<file path="config.mk">
export PLATFORM = sky130hd
export DESIGN_NAME = nibble_counter
export DESIGN_NICKNAME = d
export VERILOG_FILES = /design/src/rtl/nibble_counter.sv
export SDC_FILE = /design/constraint.sdc
export NUM_CORES = 1
export LEC_CHECK = 0
export BUFFER_PORTS_ARGS = -buffer_cell sky130_fd_sc_hd__buf_2
export CAP_MARGIN = 20
export CORE_AREA = 2 2 39 41
export DETAILED_ROUTE_END_ITERATION = 10
export DIE_AREA = 0 0 41 43
export GPL_TIMING_DRIVEN = 0
export PLACE_DENSITY_LB_ADDON = 0.25
export RECOVER_POWER = 25
export SKIP_CTS_REPAIR_TIMING = 1
export SLEW_MARGIN = 20
export SYNTH_ARGS = -nofsm -noshare
export SYNTH_HDL_FRONTEND = slang
export SYNTH_SLANG_ARGS = --single-unit
export TNS_END_PERCENT = 100
</file>
<file path="constraint.sdc">
create_clock -name clk -period 5.06 [get_ports clk]
set_input_delay 0 -clock clk [delete_from_list [all_inputs] [get_ports clk]]
set_output_delay 0 -clock clk [all_outputs]
set_load 0.01 [all_outputs]
</file>
<file path="src/rtl/nibble_counter.sv">
`default_nettype none
// ============================================================================
//  Module      : nibble_counter
//  Description : Up/down binary counter with enable, parallel load,
//                synchronous clear, programmable terminal value, registered
//                terminal-count pulse and a sticky wrap flag.
//                Optional saturation mode is compiled in when the macro
//                NIBBLE_COUNTER_SAT_EN is defined (adds input 'sat').
//  Revision    : 1.0 - initial release
// ============================================================================
module nibble_counter #(
    parameter int                 WIDTH   = 4,
    parameter logic [WIDTH-1:0]   RST_VAL = '0
) (
    input  logic             clk,
    input  logic             rst,        // asynchronous, active-low
    input  logic             en,
    input  logic             up,
    input  logic             load,
    input  logic [WIDTH-1:0] load_val,
    input  logic             clr,
    input  logic [WIDTH-1:0] max_val,
`ifdef NIBBLE_COUNTER_SAT_EN
    input  logic             sat,
`endif
    output logic [WIDTH-1:0] count,
    output logic             tc,
    output logic             wrapped
);

    localparam logic [WIDTH-1:0] c_zero = '0;
    localparam logic [WIDTH-1:0] c_one  = {{(WIDTH-1){1'b0}}, 1'b1};

    logic [WIDTH-1:0] count_q, count_d;
    logic             tc_q,    tc_d;
    logic             wrapped_q, wrapped_d;
    logic             w_sat;

`ifdef NIBBLE_COUNTER_SAT_EN
    assign w_sat = sat;
`else
    assign w_sat = 1'b0;
`endif

    // Next-state selection: clear beats load beats counting beats hold.
    // An up-step from anything at or above the terminal value (possible
    // after loading a value beyond it) is treated as reaching the limit.
    always_comb begin
        count_d   = count_q;
        tc_d      = 1'b0;
        wrapped_d = wrapped_q;
        if (clr) begin
            count_d = c_zero;
        end else if (load) begin
            count_d = load_val;
        end else if (en) begin
            if (up) begin
                if (count_q >= max_val) begin
                    tc_d = 1'b1;
                    if (w_sat) begin
                        count_d = max_val;
                    end else begin
                        count_d   = c_zero;
                        wrapped_d = 1'b1;
                    end
                end else begin
                    count_d = count_q + c_one;
                end
            end else begin
                if (count_q == c_zero) begin
                    tc_d = 1'b1;
                    if (w_sat) begin
                        count_d = c_zero;
                    end else begin
                        count_d   = max_val;
                        wrapped_d = 1'b1;
                    end
                end else begin
                    count_d = count_q - c_one;
                end
            end
        end
    end

    // State registers; reset acts immediately without a clock edge.
    always_ff @(posedge clk or negedge rst) begin
        if (!rst) begin
            count_q   <= RST_VAL;
            tc_q      <= 1'b0;
            wrapped_q <= 1'b0;
        end else begin
            count_q   <= count_d;
            tc_q      <= tc_d;
            wrapped_q <= wrapped_d;
        end
    end

    assign count   = count_q;
    assign tc      = tc_q;
    assign wrapped = wrapped_q;

endmodule
`default_nettype wire

</file>
; ---- Word-level counts from Yosys, hierarchy flattened
; Cells that the tools add are included.
[word_totals]
register_bits = 6
inputBits = 14
output_inout_bits = 6
word_cells = 28
[op_classes]
n_addsub = 2
order_cmp = 1
n_eq_ne = 1
n_mux = 15
n_bitwise = 2
reduce_logical = 4
[op_table]
columns = op, n
row1 = 4-bit two-way mux, 6
row2 = 1-bit two-way mux, 9
row3 = 5-bit AND reduction, 1
row4 = "4-bit by 1-bit adder with 4-bit output, second input constant", 1
row5 = 4-bit >= comparator, 1
row6 = 4-bit logical NOT, 1
row7 = "4-bit by 1-bit subtractor with 4-bit output, second input constant", 1
row8 = 3-bit nonzero test, 1
row9 = "2-bit by 1-bit inequality test with 1-bit output, second input constant", 1
row10 = 1-bit inverter, 2
row11 = 2-bit nonzero test, 1

; ---- Longest topological paths before layout
[depth]
ltp_word = 6
ltp_mapped = 6
mapped_depth_nobuf = 6

; ---- Least setup slack after synthesis
; Ideal clock, no wire load.
[synth_path]
path_kind = register -> register
from = reg count_q[0] (netlist: count[0])
to = reg count_q[0] (netlist: count[0])
setup_time_ns = 0.122
arrival_ns = 1.846
t_required_ns = 4.938
path_slack_ns = 3.092
stages_incl_launch_ff = 7
n_path_buf = 0
synth_period_minus_slack_ns = 1.968
path_cell_list = dfrtp_1 -> inv_1 -> ha_1 -> or3b_1 -> o311ai_2 -> o21ai_1 -> a2111oi_1
[synth_via]
elab_chain_cells = 6
word_cells_on_any_way = 10
classes_between = add/sub (2) / order compare (1) / mux (6) / reduce/logical (1)
[synth_lines]
columns = element, line
row1 = start: declaration, 34  ; logic [WIDTH-1:0] count_q, count_d;
row2 = start signal: assignment, 92  ; count_q <= count_d;
row3 = 4-bit by 1-bit subtractor with 4-bit output (tied with other cells), 79  ; count_d = count_q - c_one;
row4 = 4-bit two-way mux (on tied branches), "70, 58"
row5 = 4-bit two-way mux *, 57  ; if (up) begin
row6 = 4-bit two-way mux *, 56  ; end else if (en) begin
row7 = 4-bit two-way mux *, 54  ; end else if (load) begin
row8 = 4-bit two-way mux *, 52  ; if (clr) begin
; Mark *: on every way between the ends. The rest lies on a longest branch, timed or not. The select of a mux whose other input is x is not followed.
; A chain may end at the register's enable or synchronous reset.

; ---- Worst setup path in the final report
; Ends and elaborated chain as after synthesis.

==> run summary <==
Outcome = finished, final reports clean
IO buf count = 17
Tcrit/Tclk final = 0.441
Startpoint Class = flip-flop
Clk slew on worst S/H paths = 0.04 ns
CTS Root Buffer Type = clkbuf_4
Die Wd = 41 microns
CTS tree = yes
#FFs+latches synth = 6
Seq/Total Area, Yosys = 0.263
Placer congestion estimate = 0.820
First DRT Iteration DRCs = 14
Slew Limit Fails = 0
# rows = 14
Area growth syn-to-layout = 23.9%
Initial antenna violation count = 0
Antenna-violating nets left = 0
Die area = 0.00176 sq mm
ANT cells = 0
# H-tree levels = 1
Post-DR vias/cell = 5.71
Setup TNS = 0 ns
Total power = 0.155 mW
Nets = 114
Met1 Track Usage GR = 0.215
Vias in the first global route = 552
Synth warn = 0
Core area = 0.00138 sq mm
Max cap viols = 0
Worst Setup End Kind = flip-flop
HPWL after DPL = 1040 microns
Grt peak-use layer = met2
Remaining DRCs = 0
Actual slew at the worst max-slew pin = 0.401 ns
Skew final = 0.00106 ns
Peak supply drop = 0.000128 V
Synth Cell Area = 571 sq um
Clock sink count = 6
Worst hold path class = in -> reg
Routing usage on met3 = 0.0785
Initial Util = 0.412
Longest Clk Path Bufs = 2
Reg2reg start = count[0]$_DFFE_PN0P_
CP Data Arrival Time = 2.32 ns
Hold Vio Cnt, Final = 0
Syn Inst Count = 71
IO Pins = 20
Internal reg-to-reg setup slack = 2.83 ns
Req. time, crit path = 5.15 ns
Synthesized area per cell = 8.04 sq um
RSZ-0062 raised after global routing = false
Max Clk Rate = 448 MHz
Slew HR = 0.732
Leak = 0.339 nW
Share of cells above drive strength 1 = 0.239
Setup-failing EPs final = 0
Clk_lat worst skew = 0.24 ns
CP Class = reg -> reg
Final wirelength = 1300 microns
Syn nets = 91
Critical hold path startpoint = clr
Netlist cell types = 30
Pwr/cell area = 220 mW/mm^2
Min Tclk post-route = 2.23 ns
Setup crit start = count[0]$_DFFE_PN0P_
Gr usage total = 0.174
Largest net degree at the start of global routing = 11
Hold slack = 0.0137 ns
Per-cell routed wire length = 12.0 microns
Global-route wire length before repair = 2140 microns
CTS Buf Count = 3
Met2 Track Usage GR = 0.278
Worst-path fanout max = 9
Drt first pass iters = 4
GRT overflow = 0
Die H = 43 microns
Via count = 617
-- through the flow --
step                      cells  worst slack (ns)  instance area [sq um]   util
after floorplan              71              3.09                    571      -
after global placement      104              2.90                    676  0.488
after detailed placement    104              2.87                    676  0.488
after CTS                   107              2.82                    698  0.505
after global routing        108              2.70                    707  0.511
final                       108              2.83                    707  0.511
-- report_power, final --
group	leakage [nW]	switching, mW	internal, mW
logic	0.250	0.0296	0.0248
clock network	0.0138	0.0149	0.0267
registers	0.0754	0.00699	0.0523
total	0.339	0.0515	0.104
-- cells in the final DEF, fill, tap and decap left out, drive strengths merged --
master       count
or2              1
o21ai            4
nor2b            3
inv              9
a32oi            1
nor2             3
a211oi           1
a221oi           2
dfrtp            6
dlygate4sd3      1
nand2b           1
or3b             1
nand2            7
nor4             2
ha               6
nand3            2
clkbuf           6
o311ai           1
a2111oi          1
buf             17
nor3             3
a311oi           1
o2111a           1
o31ai            2
nor4b            1
xnor2            1
o211ai           2
a21oi            3
or3              1
nor3b            2
-- flip-flops by register name, indices dropped and copies added (netlist names) --
name and count:
wrapped 1, count 4, tc 1
-- logic make-up (layout without fill, tap and decap cells) --
| group | after synthesis | in the layout | synth area share |
|---|---|---|---|
| compound gates | 19 | 19 | 0.254 |
| buf+inv | 12 | 33 | 0.0811 |
| fa+ha+maj | 6 | 6 | 0.132 |
| flops | 6 | 6 | 0.263 |
| xor+xnor | 1 | 1 | 0.0154 |
| simple gates | 27 | 27 | 0.254 |
-- synth_stat cells --
library cell	instances	share of area
a2111oi_1	1	0.018
a211oi_1	1	0.013
a21oi_1	3	0.026
a221oi_1	2	0.031
a311oi_1	1	0.015
a32oi_1	1	0.015
buf_2	1	0.0088
clkbuf_1	2	0.013
dfrtp_1	6	0.26
ha_1	6	0.13
inv_1	9	0.059
nand2_1	7	0.046
nand2b_1	1	0.011
nand3_1	2	0.018
nor2_1	3	0.020
nor2b_1	3	0.033
nor3_1	3	0.026
nor3b_1	2	0.026
nor4_1	2	0.022
nor4b_1	1	0.015
o2111a_1	1	0.020
o211ai_1	2	0.026
o21ai_0	3	0.026
o21ai_1	1	0.0088
o311ai_2	1	0.029
o31ai_1	2	0.026
or2_2	1	0.011
or3_1	1	0.011
or3b_1	1	0.015
xnor2_1	1	0.015
-- per-layer routing --
metal  vias up  part of all wire
met5         -                 0
met4         0                 0
met3         0             0.067
met2        21              0.46
met1       291              0.47
li1        305                 -
-- worst paths after layout --
path / endpoint / cells past startpoint
max reg2reg: count[0]$_DFFE_PN0P_ / 6
min reg2reg: wrapped$_DFFE_PN0P_ / 1
min: count[3]$_DFFE_PN0P_ / 2
min in group asynchronous: tc$_DFF_PN0_ / 2
max: count[0]$_DFFE_PN0P_ / 6
max in group asynchronous: count[1]$_DFFE_PN0P_ / 2
-- worst max-delay path: stages (launching register included) --
cell	delay (ns)
dfrtp_1	0.47
inv_1	0.13
ha_1	0.30
or3b_1	0.41
o311ai_2	0.21
o21ai_1	0.10
a2111oi_1	0.46
-- cell type report --
cell class / count / area, sq um
inverters: 9 / 33.8
fillers: 149 / 677
multi-input cells: 53 / 374
well taps: 16 / 20.0
repair buffers: 18 / 93.8
clock buffers: 3 / 22.5
flip-flops and latches: 6 / 150
plain buffers: 3 / 12.5
(Power assumes the default switching activity.)
